==> src/rtl/limb_loader.sv <==
// Program-image writer: frames SYNC,N,4N data bytes,checksum into 32-bit words for instruction memory.
// Latency: one write strobe the cycle after each word's 4th byte; status one cycle after the checksum byte.
// Backpressure: byte_ready drops for the single write cycle per word; otherwise every offered byte is taken.
module limb_loader #(
    parameter logic [7:0] SYNC_BYTE      = 8'hA5,
    parameter int         ADDR_WIDTH     = 8,
    parameter int         TIMEOUT_CYCLES = 1024
) (
    input  logic                  clk,
    input  logic                  reset,
    input  logic [7:0]            byte_in,
    input  logic                  byte_valid,
    output logic                  byte_ready,
    output logic                  prog_we,
    output logic [ADDR_WIDTH-1:0] prog_addr,
    output logic [31:0]           prog_data,
    output logic                  cpu_hold,
    output logic                  load_done,
    output logic                  load_error
);

    localparam int TW = $clog2(TIMEOUT_CYCLES + 1);

    typedef enum logic [2:0] {
        S_IDLE,
        S_LEN,
        S_DATA,
        S_WRITE,
        S_CSUM
    } state_t;

    state_t                state_q;
    logic                  byte_ready_q;
    logic                  prog_we_q;
    logic [ADDR_WIDTH-1:0] prog_addr_q;
    logic [31:0]           prog_data_q;
    logic                  cpu_hold_q;
    logic                  load_done_q;
    logic                  load_error_q;

    logic [ADDR_WIDTH-1:0] addr_q;
    logic [8:0]            words_left_q;
    logic [1:0]            byte_idx_q;
    logic [31:0]           word_q;
    logic [7:0]            sum_q;
    logic [TW-1:0]         idle_cnt_q;

    logic                  xfer;
    logic                  timeout_hit;
    logic [31:0]           word_d;
    logic [7:0]            sum_d;
    logic [TW-1:0]         idle_cnt_d;

    assign xfer        = byte_valid && byte_ready_q;
    assign timeout_hit = !xfer && (idle_cnt_q == TW'(TIMEOUT_CYCLES - 1));
    assign sum_d       = sum_q + byte_in;
    assign idle_cnt_d  = idle_cnt_q + TW'(1);

    // Merge the incoming byte into the word being assembled (little-endian lane order).
    always_comb begin
        word_d                      = word_q;
        word_d[8*byte_idx_q +: 8]   = byte_in;
    end

    // Frame parser, word writer, checksum and timeout supervision; all outputs come straight from flops.
    always_ff @(posedge clk) begin
        if (reset) begin
            state_q      <= S_IDLE;
            byte_ready_q <= 1'b0;
            prog_we_q    <= 1'b0;
            prog_addr_q  <= '0;
            prog_data_q  <= '0;
            cpu_hold_q   <= 1'b0;
            load_done_q  <= 1'b0;
            load_error_q <= 1'b0;
            addr_q       <= '0;
            words_left_q <= '0;
            byte_idx_q   <= '0;
            word_q       <= '0;
            sum_q        <= '0;
            idle_cnt_q   <= '0;
        end else begin
            // The write strobe is a single-cycle pulse, only raised on entry to S_WRITE.
            prog_we_q <= 1'b0;
            case (state_q)
                S_IDLE: begin
                    byte_ready_q <= 1'b1;
                    idle_cnt_q   <= '0;
                    if (xfer && (byte_in == SYNC_BYTE)) begin
                        cpu_hold_q   <= 1'b1;
                        load_done_q  <= 1'b0;
                        load_error_q <= 1'b0;
                        state_q      <= S_LEN;
                    end
                end
                S_LEN: begin
                    if (xfer) begin
                        // A length byte of zero encodes the full 256-word image.
                        words_left_q <= (byte_in == 8'd0) ? 9'd256 : {1'b0, byte_in};
                        addr_q       <= '0;
                        byte_idx_q   <= '0;
                        sum_q        <= '0;
                        idle_cnt_q   <= '0;
                        state_q      <= S_DATA;
                    end else if (timeout_hit) begin
                        load_error_q <= 1'b1;
                        idle_cnt_q   <= '0;
                        state_q      <= S_IDLE;
                    end else begin
                        idle_cnt_q <= idle_cnt_d;
                    end
                end
                S_DATA: begin
                    if (xfer) begin
                        word_q     <= word_d;
                        sum_q      <= sum_d;
                        byte_idx_q <= byte_idx_q + 2'd1;
                        idle_cnt_q <= '0;
                        if (byte_idx_q == 2'd3) begin
                            byte_ready_q <= 1'b0;
                            prog_we_q    <= 1'b1;
                            prog_addr_q  <= addr_q;
                            prog_data_q  <= word_d;
                            state_q      <= S_WRITE;
                        end
                    end else if (timeout_hit) begin
                        load_error_q <= 1'b1;
                        idle_cnt_q   <= '0;
                        state_q      <= S_IDLE;
                    end else begin
                        idle_cnt_q <= idle_cnt_d;
                    end
                end
                S_WRITE: begin
                    // Strobe cycle: the timeout counter is frozen and the next byte is held off.
                    byte_ready_q <= 1'b1;
                    addr_q       <= addr_q + ADDR_WIDTH'(1);
                    words_left_q <= words_left_q - 9'd1;
                    state_q      <= (words_left_q == 9'd1) ? S_CSUM : S_DATA;
                end
                S_CSUM: begin
                    if (xfer) begin
                        if (byte_in == sum_q) begin
                            load_done_q <= 1'b1;
                            cpu_hold_q  <= 1'b0;
                        end else begin
                            load_error_q <= 1'b1;
                        end
                        idle_cnt_q <= '0;
                        state_q    <= S_IDLE;
                    end else if (timeout_hit) begin
                        load_error_q <= 1'b1;
                        idle_cnt_q   <= '0;
                        state_q      <= S_IDLE;
                    end else begin
                        idle_cnt_q <= idle_cnt_d;
                    end
                end
                default: state_q <= S_IDLE;
            endcase
        end
    end

    assign byte_ready = byte_ready_q;
    assign prog_we    = prog_we_q;
    assign prog_addr  = prog_addr_q;
    assign prog_data  = prog_data_q;
    assign cpu_hold   = cpu_hold_q;
    assign load_done  = load_done_q;
    assign load_error = load_error_q;

endmodule

==> config.mk <==
export PLATFORM = sky130hd
export DESIGN_NAME = limb_loader
export DESIGN_NICKNAME = d
export VERILOG_FILES = /design/src/rtl/limb_loader.sv
export SDC_FILE = /design/constraint.sdc
export NUM_CORES = 1
export LEC_CHECK = 0
export CORE_UTILIZATION = 60
export CTS_BUF_LIST = sky130_fd_sc_hd__clkbuf_8
export DETAILED_ROUTE_END_ITERATION = 8
export DONT_BUFFER_PORTS = 1
export PLACE_DENSITY = 0.76
export SYNTH_ARGS = -nofsm -noshare
export SYNTH_HDL_FRONTEND = slang
export SYNTH_SLANG_ARGS = --single-unit
export TNS_END_PERCENT = 50
==> constraint.sdc <==
create_clock -name clk -period 5.5 [get_ports clk]
set_input_delay 0 -clock clk [delete_from_list [all_inputs] [get_ports clk]]
set_output_delay 0 -clock clk [all_outputs]
set_load 0.1 [all_outputs]
After elaboration in Yosys (flattened, before gate mapping)
Cells that the tools add are included.
{"block": "word_totals", "ff_bits": 118, "input_bits": 11, "output_inout_bits": 45, "elab_cells": 105}
{"block": "classes", "add_sub_neg": 6, "n_eq_ne": 18, "n_shift": 2, "mux": 39, "n_bitwise": 2, "reduce_logical": 24}
{"op": "5-bit negator with 34-bit output", "n": 1}
{"op": "8-bit by 34-bit variable shift with 32-bit output, first input constant", "n": 1}
{"op": "8-bit by 34-bit variable part select with 32-bit output", "n": 1}
{"op": "32-bit bitwise mux", "n": 1}
{"op": "8-bit one-hot mux with 2 select lines", "n": 2}
{"op": "11-bit 2-to-1 mux", "n": 2}
{"op": "11-bit one-hot mux with 2 select lines", "n": 1}
{"op": "3-bit 2-to-1 mux", "n": 7}
{"op": "9-bit 2-to-1 mux", "n": 2}
{"op": "9-bit one-hot mux with 2 select lines", "n": 1}
{"op": "8-bit 2-to-1 mux", "n": 2}
{"op": "3-bit one-hot mux with 5 select lines", "n": 1}
{"op": "2-bit != test, second input constant", "n": 7}
{"op": "1-bit 2-to-1 mux", "n": 13}
{"op": "11-bit by 1-bit adder with 11-bit output, second input constant", "n": 1}
{"op": "11-bit by 10-bit == test with 1-bit output, second input constant", "n": 1}
{"op": "2-bit nonzero test", "n": 5}
{"op": "9-bit by 1-bit == test with 1-bit output, second input constant", "n": 1}
{"op": "3-bit AND reduction", "n": 3}
{"op": "9-bit by 1-bit subtractor with 9-bit output, second input constant", "n": 1}
{"op": "8-bit by 1-bit adder with 8-bit output, second input constant", "n": 1}
{"op": "8-bit adder", "n": 1}
{"op": "8-bit == test", "n": 1}
{"op": "8-bit == test, second input constant", "n": 1}
{"op": "20 further kinds", "n": 33}

Logic depth before layout (Yosys ltp)
{"block": "depth", "word_depth": 6, "depth_mapped": 7, "depth_no_buf": 7}

Worst setup path before layout
No wires, ideal clock.
{"block": "synth_timing", "path_kind": "flip-flop to flip-flop", "from": "register byte_ready_q (netlist: byte_ready)", "to": "register words_left_q[8]", "setup_time_ns": 0.070, "arrival_ns": 2.232, "t_required_ns": 5.430, "slack_ns": 3.198, "path_stages_with_launch": 6, "path_buffers": 1, "period_less_slack_ns": 2.302, "path_cell_list": "dfxtp_1 > nand2_1 > or3_2 > clkbuf_8 > or3_1 > a21oi_1"}
{"block": "synth_via", "elab_chain_cells": 3}
{"item": "start: declaration", "line_no": "33", "source": "logic byte_ready_q;"}
{"item": "start signal: assignment", "line_no": "69", "source": "byte_ready_q <= 1'b0;"}
{"item": "start signal: assignment", "line_no": "87", "source": "byte_ready_q <= 1'b1;"}
{"item": "start signal: assignment", "line_no": "120", "source": "byte_ready_q <= 1'b0;"}
{"item": "1-bit logical AND", "line_no": "54", "source": "assign xfer = byte_valid && byte_ready_q;"}
{"item": "2-bit != test (no line)"}
{"item": "2-bit AND reduction (no line)"}
{"item": "end signal: assignment", "line_no": "99", "source": "words_left_q <= (byte_in == 8'd0) ? 9'd256 : {1'b0, byte_in};"}
{"item": "end signal: assignment", "line_no": "138", "source": "words_left_q <= words_left_q - 9'd1;"}
{"item": "end: declaration", "line_no": "42", "source": "logic [8:0] words_left_q;"}
No other way between the ends.
A chain may end at the register's enable or synchronous reset.

Final worst setup path
{"block": "layout_timing", "from": "register byte_ready_q (netlist: byte_ready)", "to": "register prog_data_q[5] (netlist: prog_data[5])"}
{"block": "layout_via", "elab_chain_cells": 2}
{"item": "1-bit logical AND", "line_no": "54"}
{"item": "3-bit AND reduction (no line)"}
{"item": "end signal: assignment", "line_no": "123", "source": "prog_data_q <= word_d;"}
{"item": "end: declaration", "line_no": "36", "source": "logic [31:0] prog_data_q;"}
No other way between the ends.

==> results by group <==
Run status
  • Result of the run: complete, no violations

Route
  • Drt first-iter violations: slightly above 300
  • Count of antenna-violating nets left after detailed routing: 0
  • Drt total wl: 12.3 mm
  • Detailed-route wire length per cell: 16.5 µm
  • Count of unresolved DRC violations after routing: 0
  • Avg Vias per Cell: a little over 6
  • Count of TritonRoute iterations in the first routing pass: 6
  • Vias: between 4000 and 5000

Worst setup path
  • Slowest CP cell: sky130_fd_sc_hd__dfxtp_1
  • Kind of end point of the critical path: flip-flop
  • Cell-by-cell listing of the critical path: and2_2 > and3_2 > nor2_1 > a211oi_1 > dlygate4sd3_1
  • Delay-heaviest family, CP: simple AND/OR/NAND/NOR gates
  • Crit path arrival time: around 3.7 ns
  • Buffers plus inverters on the worst setup path: 1
  • Critical path start-end classification: reg2reg
  • Crit start category: flip-flop
  • Maximum net fanout on the critical path: around 70
  • Crit-path max cell delay: just over 1 ns
  • Required time at the worst-slack endpoint: approximately 5.9 ns

Hold path
  • Type of the worst min-delay path: in2reg

Place
  • Area after detailed placement: ~5400 µm²
  • Dpl ws: between 2 and 3 ns
  • Total half-perimeter wirelength after legalization and detailed placement: roughly 7.6 mm
  • Inst Count DP: between 700 and 800
  • Buffers added on ports: 0
  • Weighted congestion reported at the end of routability-driven placement: 0.845

Timing
  • Final Max Slew Viols: 0
  • Worst-margin pin slew: roughly 1.2 ns
  • Tcrit/Tclk final: 61.3%
  • Worst-case headroom to the max-slew limit: 20.2%
  • Unrepaired setup endpoints after global routing: no
  • Worst clock skew: between 0.009 and 0.01 ns
  • Final setup vio count: 0
  • Final WS setup: approximately 2.1 ns
  • Highest clock frequency the design can meet: 297 MHz
  • TNS Setup: 0 ns
  • Endpoints failing hold: 0
  • Clock period minus final worst setup slack: 3.37 ns

Yosys
  • Part of the Yosys area used for sequential elements: 43.1%
  • Net count after synthesis: between 600 and 700
  • Flop and latch count out of synthesis: 118
  • Post-synth EDFFs: 0
  • Number of warnings issued by yosys: 0
  • Top cells by area, synth: sky130_fd_sc_hd__dfxtp_1 43%, sky130_fd_sc_hd__a211oi_1 9.7%, sky130_fd_sc_hd__nor2_1 7.1%
  • Most common flop cell mapped by yosys: sky130_fd_sc_hd__dfxtp_1
  • Number of cells produced by synthesis: 633
  • Post-synthesis area per instance: between 8 and 9 µm²
  • Count leader, synth: sky130_fd_sc_hd__dfxtp_1
  • Post-synth cell types: 61
  • Synthesized area: 5480 µm²
  • Top cell type by total area after synthesis: sky130_fd_sc_hd__dfxtp_1
  • Most frequent cells after synthesis: 118 x sky130_fd_sc_hd__dfxtp_1, 104 x sky130_fd_sc_hd__nor2_1, 72 x sky130_fd_sc_hd__a21oi_1
  • Fraction of synthesis flops using an asynchronous set or reset pin: 0%
  • Top cell type's share of synthesized area: a little over two fifths

Floorplanning
  • Die Ht: roughly 98 µm
  • Overall die area: 9520 µm²
  • Initial Utilization: about 63%
  • I/O Pins: 56
  • Core ar.: approximately 9000 µm²
  • Die outline width: 97.6 µm
  • Cell Rows: 34

Clocking
  • Count of clock tree sinks: 118
  • Root buffer selected by CTS: sky130_fd_sc_hd__clkbuf_8
  • Clock latency of the later-clocked register in the worst-skew pair: around 0.43 ns
  • Clock tree buffer depth: 2
  • Register clock-pin slew on the reported worst setup and hold paths: 0.08 ns
  • Max H-tree Level: 4
  • Number of setup buffers added after CTS: 0
  • CTS tree: built
  • Post-CTS Hold Fix Bufs: 12
  • Post-CTS sizing: 0
  • Number of CTS-inserted buffers: 17

Cells and area
  • Final standard cell count with taps included and fillers excluded: around 750
  • Count of nets after finishing: approximately 660
  • Layout filler cell count: approximately 750
  • Area Growth Syn to Fin: 7.81%
  • Register area: 2360 µm²
  • Area of the multi-input gates: between 2000 and 3000 µm²
  • Final design instance area without fill: ~5900 µm²
  • Ratio of cells with drive above 1 in the final layout: under 10%

Power
  • Static leakage: a little under 2 nW
  • Power per Cell Area: roughly 280 nW/µm²
  • Peak VDD IR: 0.000198 V

GRT
  • Via count of the first global-routing pass: roughly 4200
  • Maximum number of pins on one net before global-route repair: roughly 120
  • Number of antenna violations at the first check in global routing: 1
  • Total routing resource utilization after global routing: between 20% and 30%
  • GRT overflow: 0
  • First-pass GRT wire length: about 21 mm

Run
  • Max_cap viols: 0
[per-stage QoR]
step / power, mW / util (%) / hold WS, ns
4_1_cts: 1.67 / 67.4 / 0.0180
3_5_place_dp: 0.898 / 61.5 / 0.0817
2_1_floorplan: 0.909 / - / 0.155
5_1_grt: 1.71 / 67.4 / 0.0918
6_report: 1.66 / 67.4 / 0.0268
3_3_place_gp: 0.897 / 61.5 / 0.0800
[final timing paths]
path	from	end	slack, ns	depth (start not counted)
setup reg to reg	byte_ready	prog_data[5]	2.13	5
hold / removal	byte_in[4]	sum_q[5]	0.03	4
setup / recovery	byte_ready	prog_data[5]	2.13	5
hold reg to reg	sum_q[0]	sum_q[0]	0.47	2
[worst reg2reg max path: cells and delay by family (launching register included)]
kind	cells	cell delay, ns
and+or+nand+nor	3	1.51
DFF	1	1.01
buffers and inverters	1	0.56
AOI/OAI and AO/OA	1	0.24
[state kept, by name, indices dropped and copies added, names as in the netlist, 2 cells and up]
register      flops
prog_data        32
word_q           32
idle_cnt_q       11
words_left_q      9
addr_q            8
prog_addr         8
sum_q             8
state_q           3
byte_idx_q        2
[routing by layer]
metal	up-vias	wire, µm	global-route usage [%]
li1	2281	-	-
met1	2113	5490	34.5
met2	152	5760	41.2
met3	35	747	8.13
met4	0	335	12.8
met5	-	0	0
[power by group]
part	switching (mW)	total, mW	internal (mW)
registers	0.00369	0.858	0.854
logic	0.0354	0.0509	0.0155
clock network	0.376	0.749	0.373
[layout by cell type, fill, tap and decap left out, types with 7 or more instances in the layout]
master,synthesis,layout
sky130_fd_sc_hd__o21ai_0,11,11
sky130_fd_sc_hd__nor3_1,18,18
sky130_fd_sc_hd__nand3b_1,7,7
sky130_fd_sc_hd__nand2_1,35,35
sky130_fd_sc_hd__a21oi_1,72,72
sky130_fd_sc_hd__a211oi_1,71,71
sky130_fd_sc_hd__dlygate4sd3_1,0,11
sky130_fd_sc_hd__ha_1,17,17
sky130_fd_sc_hd__nor2_1,104,104
sky130_fd_sc_hd__nor2b_1,35,35
sky130_fd_sc_hd__clkbuf_8,6,18
sky130_fd_sc_hd__xnor2_1,9,9
sky130_fd_sc_hd__inv_1,8,8
sky130_fd_sc_hd__dfxtp_1,118,118
[layout make-up]
| class | instances | share of cell area, % |
|---|---|---|
| clock buffers | 18 | 4.19 |
| inverters | 8 | 0.508 |
| clock inverters | 14 | 2.16 |
| repair buffers | 15 | 2.71 |
| multi-input cells | 467 | 48.1 |
| diodes | 1 | 0.0424 |
| flip-flops and latches | 118 | 40.0 |
| well taps | 108 | 2.29 |
[cell families after synthesis]
| group | synth area share [%] |
|---|---|
| AND/OR/NAND/NOR | 22.6 |
| AO/OA/AOI/OAI | 22.7 |
| flip-flops | 43.1 |
| buffers and inverters | 5.07 |
| adder cells (fa/ha/maj) | 4.43 |
| XOR/XNOR | 1.92 |
| multiplexers | 0.183 |
Note: power is estimated with default switching activity, not from simulation.
